<file path="src/rtl/edge_hessian_check_if.sv">
// Stream interface for edge_hessian_check: derivative beats in, trace/determinant/keep beats out.
interface edge_hessian_check_if #(
  parameter int DW = 9
);
  logic                  ivalid;
  logic                  iready;
  logic signed [DW-1:0]  idxx;
  logic signed [DW-1:0]  idyy;
  logic signed [DW-1:0]  idxy;
  logic                  ovalid;
  logic                  oready;
  logic signed [DW:0]    otr;
  logic signed [2*DW:0]  odet;
  logic                  okeep;

  modport master (
    output ivalid, idxx, idyy, idxy, oready,
    input  iready, ovalid, otr, odet, okeep
  );

  modport slave (
    input  ivalid, idxx, idyy, idxy, oready,
    output iready, ovalid, otr, odet, okeep
  );
endinterface

</file>
<file path="src/rtl/edge_hessian_check.sv">
// 3-stage Hessian trace/determinant with Lowe edge rejection and global-stall flow control.
// Optional keep/reject statistics counters are enabled by defining EDGE_HESSIAN_STAT_EN.
module edge_hessian_check #(
  parameter int DW = 9,
  parameter int R  = 10   // edge ratio threshold, legal 1..31
) (
  input  logic                 iclk,
  input  logic                 irst,
  edge_hessian_check_if.slave  bus
`ifdef EDGE_HESSIAN_STAT_EN
  ,
  input  logic                 iclr_stat,
  output logic [15:0]          ocnt_keep,
  output logic [15:0]          ocnt_rej
`endif
);

  localparam int TW  = DW + 1;      // trace width
  localparam int PW  = 2 * DW;      // product width
  localparam int DTW = 2 * DW + 1;  // determinant width
  localparam int T2W = 2 * DW + 2;  // squared trace width
  localparam int CW  = 2 * DW + 14; // edge-test comparison width

  localparam logic [CW-1:0] R_C = CW'(R);
  localparam logic [CW-1:0] K_C = CW'((R + 1) * (R + 1));

  logic adv;
  logic accept;

  assign adv        = !bus.ovalid || bus.oready;
  assign bus.iready = adv;
  assign accept     = bus.ivalid && adv;

  // Stage 1 datapath
  logic signed [TW-1:0] tr_d;
  logic signed [PW-1:0] xx_w, yy_w, xy_w;
  logic signed [PW-1:0] p1_d, p2_d;

  assign tr_d = {bus.idxx[DW-1], bus.idxx} + {bus.idyy[DW-1], bus.idyy};
  assign xx_w = {{DW{bus.idxx[DW-1]}}, bus.idxx};
  assign yy_w = {{DW{bus.idyy[DW-1]}}, bus.idyy};
  assign xy_w = {{DW{bus.idxy[DW-1]}}, bus.idxy};
  assign p1_d = xx_w * yy_w;
  assign p2_d = xy_w * xy_w;

  logic                 s1_v;
  logic signed [TW-1:0] s1_tr;
  logic signed [PW-1:0] s1_p1, s1_p2;

  // NOTE: all clocked state uses non-blocking assignments so every stage samples pre-edge values.
  always_ff @(posedge iclk or posedge irst) begin
    if (irst) begin
      s1_v  <= 1'b0;
      s1_tr <= '0;
      s1_p1 <= '0;
      s1_p2 <= '0;
    end else if (adv) begin
      s1_v  <= accept;
      s1_tr <= tr_d;
      s1_p1 <= p1_d;
      s1_p2 <= p2_d;
    end
  end

  // Stage 2 datapath
  logic signed [DTW-1:0] det_d;
  logic signed [T2W-1:0] tr_w2;
  logic        [T2W-1:0] tr2_d;

  assign det_d = {s1_p1[PW-1], s1_p1} - {s1_p2[PW-1], s1_p2};
  assign tr_w2 = {{(T2W-TW){s1_tr[TW-1]}}, s1_tr};
  assign tr2_d = tr_w2 * tr_w2;

  logic                  s2_v;
  logic signed [TW-1:0]  s2_tr;
  logic signed [DTW-1:0] s2_det;
  logic        [T2W-1:0] s2_tr2;

  always_ff @(posedge iclk or posedge irst) begin
    if (irst) begin
      s2_v   <= 1'b0;
      s2_tr  <= '0;
      s2_det <= '0;
      s2_tr2 <= '0;
    end else if (adv) begin
      s2_v   <= s1_v;
      s2_tr  <= s1_tr;
      s2_det <= det_d;
      s2_tr2 <= tr2_d;
    end
  end

  // Stage 3: edge test, widened so neither side can truncate
  logic [CW-1:0] lhs, rhs;
  logic          keep_d;

  assign lhs    = {{(CW-T2W){1'b0}}, s2_tr2} * R_C;
  assign rhs    = {{(CW-DTW){s2_det[DTW-1]}}, s2_det} * K_C;
  assign keep_d = !s2_det[DTW-1] && (s2_det != '0) && (lhs < rhs);

  // Output data only reloads on a real beat so it keeps its last value across bubbles.
  always_ff @(posedge iclk or posedge irst) begin
    if (irst) begin
      bus.ovalid <= 1'b0;
      bus.otr    <= '0;
      bus.odet   <= '0;
      bus.okeep  <= 1'b0;
    end else if (adv) begin
      bus.ovalid <= s2_v;
      if (s2_v) begin
        bus.otr   <= s2_tr;
        bus.odet  <= s2_det;
        bus.okeep <= keep_d;
      end
    end
  end

`ifdef EDGE_HESSIAN_STAT_EN
  logic consume;
  assign consume = bus.ovalid && bus.oready;

  always_ff @(posedge iclk or posedge irst) begin
    if (irst) begin
      ocnt_keep <= '0;
      ocnt_rej  <= '0;
    end else if (iclr_stat) begin
      ocnt_keep <= '0;
      ocnt_rej  <= '0;
    end else if (consume) begin
      if (bus.okeep) begin
        if (ocnt_keep != 16'hFFFF) ocnt_keep <= ocnt_keep + 16'd1;
      end else begin
        if (ocnt_rej != 16'hFFFF) ocnt_rej <= ocnt_rej + 16'd1;
      end
    end
  end
`endif

endmodule

</file>
<file path="src/flat_wrapper.sv">
// flat-port wrapper written by rule: the top's interface ports become plain ports
module edge_hessian_check_flat 
#(
  parameter int DW = 9,
  parameter int R  = 10                                       
)
  (iclk, irst, bus_ivalid, bus_idxx, bus_idyy, bus_idxy, bus_oready, bus_iready, bus_ovalid, bus_otr, bus_odet, bus_okeep);
  edge_hessian_check_if #(.DW(DW)) bus_i ();
  input  logic iclk;
  input  logic irst;
  input wire logic [$bits(bus_i.ivalid)-1:0] bus_ivalid;
  input wire logic [$bits(bus_i.idxx)-1:0] bus_idxx;
  input wire logic [$bits(bus_i.idyy)-1:0] bus_idyy;
  input wire logic [$bits(bus_i.idxy)-1:0] bus_idxy;
  input wire logic [$bits(bus_i.oready)-1:0] bus_oready;
  output wire logic [$bits(bus_i.iready)-1:0] bus_iready;
  output wire logic [$bits(bus_i.ovalid)-1:0] bus_ovalid;
  output wire logic [$bits(bus_i.otr)-1:0] bus_otr;
  output wire logic [$bits(bus_i.odet)-1:0] bus_odet;
  output wire logic [$bits(bus_i.okeep)-1:0] bus_okeep;
  assign bus_i.ivalid = bus_ivalid;
  assign bus_i.idxx = bus_idxx;
  assign bus_i.idyy = bus_idyy;
  assign bus_i.idxy = bus_idxy;
  assign bus_i.oready = bus_oready;
  assign bus_iready = bus_i.iready;
  assign bus_ovalid = bus_i.ovalid;
  assign bus_otr = bus_i.otr;
  assign bus_odet = bus_i.odet;
  assign bus_okeep = bus_i.okeep;
  edge_hessian_check #(.DW(DW), .R(R)) u_core (.iclk(iclk), .irst(irst), .bus(bus_i));
endmodule
</file>
<file path="config.mk">
export PLATFORM = sky130hd
export DESIGN_NAME = edge_hessian_check_flat
export DESIGN_NICKNAME = d
export VERILOG_FILES = /design/src/rtl/edge_hessian_check_if.sv /design/src/rtl/edge_hessian_check.sv /design/src/flat_wrapper.sv
export SDC_FILE = /design/constraint.sdc
export NUM_CORES = 1
export LEC_CHECK = 0
export BUFFER_PORTS_ARGS = -buffer_cell sky130_fd_sc_hd__buf_2
export CORE_MARGIN = 8
export CORE_UTILIZATION = 40
export DETAILED_ROUTE_END_ITERATION = 8
export HOLD_SLACK_MARGIN = 0.08
export PLACE_DENSITY = 0.56
export RECOVER_POWER = 50
export SETUP_SLACK_MARGIN = 0.5
export SYNTH_ARGS = -nofsm -noshare
export SYNTH_HDL_FRONTEND = slang
export SYNTH_SLANG_ARGS = --single-unit
</file>
<file path="constraint.sdc">
create_clock -name iclk -period 11.2 [get_ports iclk]
set_input_delay 1.12 -clock iclk [delete_from_list [all_inputs] [get_ports iclk]]
set_output_delay 1.12 -clock iclk [all_outputs]
set_load 0.01 [all_outputs]
</file>
==> impl_metrics.json, run 1 <==
{
  "via_per_inst": 4.94,
  "ys_seq_area_share_pct": 16.3,
  "dieWidth_um": 235,
  "async_flop_share_pct": 100,
  "tns_ns": 0,
  "cts_tree": "built",
  "yosysWarningCount": 0,
  "port_buffers": 62,
  "tightestPinTransition_ns": 3.43,
  "dieArea_um2": 55300,
  "crit_required_ns": 10.08,
  "die-height_um": 235,
  "antenna_cells": 0,
  "h-tree-depth": 4,
  "root_buffer": "clkbuf_16",
  "relSlewSlack_pct": -129,
  "drt-total-wl_um": 40500,
  "grt-ovfl-total": 0,
  "drive_above_1_share_pct": 4.88,
  "r2r_slack_ns": 4.98,
  "cts.sinks": 125,
  "postSynthCellCount": 2057,
  "hpwl_um": 33700,
  "grt_pass1_vias": 14700,
  "finalMaxSlewViolations": 199,
  "grt_pass1_wl_um": 71200,
  "drt_first_pass_iters": 5,
  "hold_class": "flop to flop",
  "ys_ff_latch": 125,
  "post_cts_buffers": 0,
  "vias": 13500,
  "fillers": 4665,
  "antenna_found_initial": 0,
  "detail-route-antenna-nets": 0,
  "boundaryPins": 63,
  "clock_latency_ns": 0.45,
  "post-route-period-util_pct": 62.5,
  "wl_per_cell_um": 14.9,
  "avgSynthCellArea_um2": 9.34,
  "initial_core_util_pct": 40.4,
  "fin_nets": 2683,
  "yosysTopAreaCellShare_pct": 27.2,
  "synth.cell_area_um2": 19200,
  "multi_input_area_um2": 14400,
  "status": "finished with violations",
  "cp_max_fo": 70,
  "clock_path_buffers": 2,
  "cp-end-kind": "output port",
  "synth_most_common_cell": "inv_1",
  "critical_path.most_common_cell": "clkbuf_1",
  "start_kind": "input port",
  "max_freq_ghz": 0.143,
  "seqCellArea_um2": 3130,
  "synth_flop_cell": "dfrtp_1",
  "cts.clk_slew.worst_paths_ns": 0.06,
  "cts_repair_resize_count": 0,
  "fin_crit_ns": 7.00,
  "cpPeakStageDelay_ns": 2.41,
  "violations": "capacitance limit, slew limit",
  "track_usage_pct": 15.4,
  "cp_slowest_cell": "clkbuf_1",
  "synth_enable_flop_cells": 0,
  "place_congestion": 0.864,
  "grt_max_degree": 73,
  "synth.distinct_cells": 71,
  "path_class": "input port to output port",
  "drt_iter0_drc": 545,
  "drv_cap": 3,
  "crit_chain": "clkbuf_1 > nor2b_4 > clkbuf_1 > clkinvlp_2 > buf_2",
  "synth_commonest_cells": "inv_1 (399), ha_1 (293), fa_1 (261), nand2_1 (192), dfrtp_1 (125)",
  "syn_nets": 2642,
  "synth_top_cell_by_area": "fa_1",
  "cp_top_family": "buffers and inverters",
  "synth_area_leaders": "fa_1 (27%), ha_1 (19%), dfrtp_1 (16%)",
  "final.setup_skew_ns": 0.0149,
  "syn_to_final_growth_pct": 7.88,
  "drc_errors": 0,
  "ctsHoldBuffers": 0,
  "critPathBufInv": 4,
  "grt_setup_unrepaired": "no",
  "hold_violations": 0,
  "coreArea_um2": 47500,
  "rows": 80,
  "worst_ep_arrival_time_ns": 5.88,
  "finalSetupViolCount": 0,
  "cts-buffers-inserted": 17
}
==> cell type report <==
class	count	area share (%)
inverters	401	7.27
flip-flops and latches	125	15.1
multi-input cells	1486	69.6
well taps	615	3.71
clock inverters	11	0.682
repair buffers	67	1.45
clock buffers	21	2.22
==> final timing paths <==
path,startpoint,end,depth (start not counted)
min in group asynchronous,irst,u_core.s2_det[1],2
setup reg to reg,u_core.bus.ovalid,u_core.s1_p2[2],7
hold reg to reg,u_core.s2_tr[2],u_core.s2_tr[2],2
hold / removal,u_core.s2_tr[2],u_core.s2_tr[2],2
max in group asynchronous,irst,u_core.s1_p1[16],3
setup / recovery,bus_oready,bus_iready,5
==> worst register-to-register path, delay by kind of cell, from the launching register on <==
| kind | cells | cell delay (ns) |
|---|---|---|
| and+or+nand+nor | 2 | 0.37 |
| AOI/OAI and AO/OA | 1 | 0.12 |
| DFF | 1 | 0.34 |
| buffers and inverters | 4 | 5.24 |
==> logic make-up after synthesis <==
logic type / after synthesis / share of synthesized area, %
compound gates: 322 / 10.6
xor+xnor: 118 / 5.38
fa+ha+maj: 554 / 46.3
buf+inv: 446 / 8.71
flops: 125 / 16.3
mux: 15 / 0.879
simple gates: 477 / 11.9
==> sequential cells by signal, summed over array words and instances (netlist names), 9 cells and up <==
name	flops
u_core.s2_tr2	19
u_core.s1_tr	10
u_core.s1_p1	18
u_core.bus.otr	10
u_core.bus.odet	19
u_core.s2_tr	9
u_core.s1_p2	17
u_core.s2_det	19
==> cell usage in the layout, fill, tap and decap left out, types with 15 or more instances in the layout <==
cell,synthesis,layout
inv_1,399,398
ha_1,293,293
fa_1,261,261
nand2_1,192,191
dfrtp_1,125,125
a21oi_1,110,110
and2_1,85,85
o21ai_0,81,81
nor2_1,80,80
xnor2_1,71,71
xor2_1,47,47
a21o_1,41,41
clkbuf_1,42,36
nand2b_1,30,30
buf_2,0,30
nor3_1,17,17
clkbuf_16,0,17
o21bai_1,16,16
nand3_1,15,15
==> through the flow <==
step                      worst slack (ns)  utilization, %  area (um^2)  std cells  hold WS, ns
after global routing                  3.65            43.6        20700       2726        0.508
after floorplan                       5.31               -        19200       2057        0.435
final                                 4.20            43.6        20700       2726        0.470
after global placement                5.00            42.5        20200       2694        0.452
after CTS                             5.27            43.7        20800       2726        0.470
after detailed placement              4.95            42.5        20200       2694        0.456
==> layer usage <==
layer | routed length, um | vias to the layer above | track usage, % | part of all wire, %
met5 | 0 | - | 0 | 0
met4 | 659 | 0 | 3.75 | 1.6
met3 | 1240 | 35 | 2.48 | 3.1
met2 | 19400 | 170 | 26.3 | 48
met1 | 19200 | 6600 | 20.4 | 47
li1 | - | 6651 | - | -
Power of run 1 is not shown: default switching activity piles up to over one toggle a cycle in this logic, so the estimate is an artifact.
==> inputs of run 2 (changes only) <==
--- a/config.mk
+++ b/config.mk
@@ -10,7 +10,7 @@
 export CORE_UTILIZATION = 40
 export DETAILED_ROUTE_END_ITERATION = 8
 export HOLD_SLACK_MARGIN = 0.08
-export PLACE_DENSITY = 0.56
+export PLACE_DENSITY = 0.58
 export RECOVER_POWER = 50
 export SETUP_SLACK_MARGIN = 0.5
 export SYNTH_ARGS = -nofsm -noshare
==> constraint.sdc (replaced) <==
create_clock -name iclk -period 6.2 [get_ports iclk]
set_input_delay 0.62 -clock iclk [delete_from_list [all_inputs] [get_ports iclk]]
set_output_delay 0.62 -clock iclk [all_outputs]
set_load 0.01 [all_outputs]
==> run 2 against run 1 <==
Compared with the run above: the run still ends with capacitance limit, slew limit left; global-route usage hardly changed; core utilization is 0.14 points higher; worst hold slack worse by 0.080 ns; setup slack worse by 3.4 ns; wire length is 0.44% higher; via count is 0.96% higher; first-iteration DRC count is 16% higher; design area is 0.32% higher; final cell count is 0.15% higher; die area stayed put; non-clock buffer count is 4 higher; clock skew is 0.0020 ns lower; highest routed layer unchanged.
==> impl_metrics.json, run 2 (synthesis results as in run 1) <==
{
  "grt_pass1_vias": 14600,
  "layout_commonest_cell": "inv_1",
  "die-height_um": 235,
  "clock_latency_ns": 0.46,
  "finalMaxSlewViolations": 114,
  "fin_nets": 2687,
  "cp.depth": 19,
  "antenna_found_initial": 0,
  "vias": 13600,
  "cts-buffers-inserted": 17,
  "h-tree-depth": 4,
  "drive_above_1_share_pct": 6.38,
  "crit_chain": "nand2_1 > inv_1 > fa_1 > inv_1 > fa_1 > inv_1 > fa_1 > inv_1 > fa_1 > inv_1 > fa_1 > ha_1 > and3_1 > o311a_1 > or3_1 > and3_1 > a221o_1 > xnor2_1 > a21oi_1",
  "max_freq_ghz": 0.184,
  "violations": "capacitance limit, slew limit",
  "grt-ovfl-total": 0,
  "fin_crit_ns": 5.43,
  "cp_top_family": "adder cells",
  "drc_errors": 0,
  "crit_required_ns": 6.49,
  "largestRegisters": "u_core.bus.odet: 19 flops, u_core.s2_det: 19 flops, u_core.s2_tr2: 19 flops",
  "syn_to_final_growth_pct": 8.23,
  "clock_path_buffers": 2,
  "tns_ns": 0,
  "rows": 80,
  "mostFrequentLayoutCells": "inv_1 (396), ha_1 (291), fa_1 (260), nand2_1 (190)",
  "cts.sinks": 125,
  "drv_cap": 2,
  "cts.clk_slew.worst_paths_ns": 0.06,
  "path_class": "flop to flop",
  "final.setup_skew_ns": 0.0129,
  "hpwl_um": 33900,
  "grt_setup_unrepaired": "yes",
  "wl_per_cell_um": 14.9,
  "cp_max_fo": 16,
  "worst_ep_arrival_time_ns": 5.72,
  "dieWidth_um": 235,
  "boundaryPins": 63,
  "critPathBufInv": 5,
  "drt_iter0_drc": 634,
  "cts_tree": "built",
  "grt_max_degree": 90,
  "min_path_cells": 3,
  "relSlewSlack_pct": -146,
  "ctsHoldBuffers": 0,
  "initial_core_util_pct": 40.4,
  "place_congestion": 0.869,
  "hold_violations": 0,
  "coreArea_um2": 47500,
  "antenna_cells": 0,
  "tightestPinTransition_ns": 3.67,
  "post-route-period-util_pct": 87.6,
  "cp_slowest_cell": "fa_1",
  "drt-total-wl_um": 40700,
  "grt_pass1_wl_um": 71200,
  "hold_class": "input port to flop",
  "root_buffer": "clkbuf_16",
  "cp-end-kind": "flop",
  "finalSetupViolCount": 0,
  "reg2reg_depth": 19,
  "port_buffers": 62,
  "detail-route-antenna-nets": 0,
  "status": "finished with violations",
  "cpPeakStageDelay_ns": 0.53,
  "fillers": 4631,
  "track_usage_pct": 15.5,
  "via_per_inst": 4.98,
  "drt_first_pass_iters": 5,
  "dieArea_um2": 55300,
  "start_kind": "flop"
}
[run 2: cell count changes in the layout (fill, tap and decap cells not counted), sizes merged]
cell,delta
clkbuf,+1
clkinvlp,-2
bufinv,-1
buf,+7
clkinv,-1
[run 2: path summary, 6_finish.rpt]
kind                                  from                end  slack, ns
hold reg to reg            u_core.s2_tr[3]    u_core.s2_tr[3]       0.47
min in group asynchronous             irst  u_core.bus.otr[0]       1.25
setup / recovery           u_core.s1_tr[1]  u_core.s2_tr2[18]       0.77
setup reg to reg           u_core.s1_tr[1]  u_core.s2_tr2[18]       0.77
hold / removal                  bus_ivalid        u_core.s1_v       0.39
max in group asynchronous             irst    u_core.s1_tr[1]       2.46
[run 2: timing repair]
item | in CTS | in global routing
setup buffers | 0 | 3
setup endpoints to repair | 4 | 5
resized for setup | 2 | 29
pin swaps | 0 | 3
[run 2: tightest hold or removal path, delay by kind of cell]
family | cells | cell delay [ns]
and+or+nand+nor | 2 | 0.09
buffers and inverters | 1 | 0.09
[run 2: layer usage]
layer / wire length, um / part of all wire, % / track usage, %
met1: 18500 / 45 / 20.0
met4: 616 / 1.5 / 3.66
met2: 20100 / 49 / 26.6
met5: 0 / 0 / 0
met3: 1460 / 3.6 / 2.83
[run 2: per-stage QoR]
stage / util (%) / hold WS [ns] / instances / instance area (um^2) / setup WS (ns)
4_1_cts: 43.7 / 0.332 / 2727 / 20800 / 0.503
6_report: 43.7 / 0.390 / 2730 / 20800 / 0.770
3_3_place_gp: 42.5 / 0.454 / 2695 / 20200 / 0.483
5_1_grt: 43.7 / 0.399 / 2730 / 20800 / 0.479
2_1_floorplan: - / 0.435 / 2057 / 19200 / 0.809
3_5_place_dp: 42.5 / 0.457 / 2695 / 20200 / 0.346
[run 2: layout make-up]
type / instances / area (um^2) / area share (%)
clock buffers: 25 / 475 / 2.29
inverters: 401 / 1510 / 7.25
multi-input cells: 1486 / 14500 / 69.6
clock inverters: 7 / 87.6 / 0.421
repair buffers: 71 / 338 / 1.62
well taps: 615 / 769 / 3.70
flip-flops and latches: 125 / 3150 / 15.1
Power of run 2 is left out for the same reason.
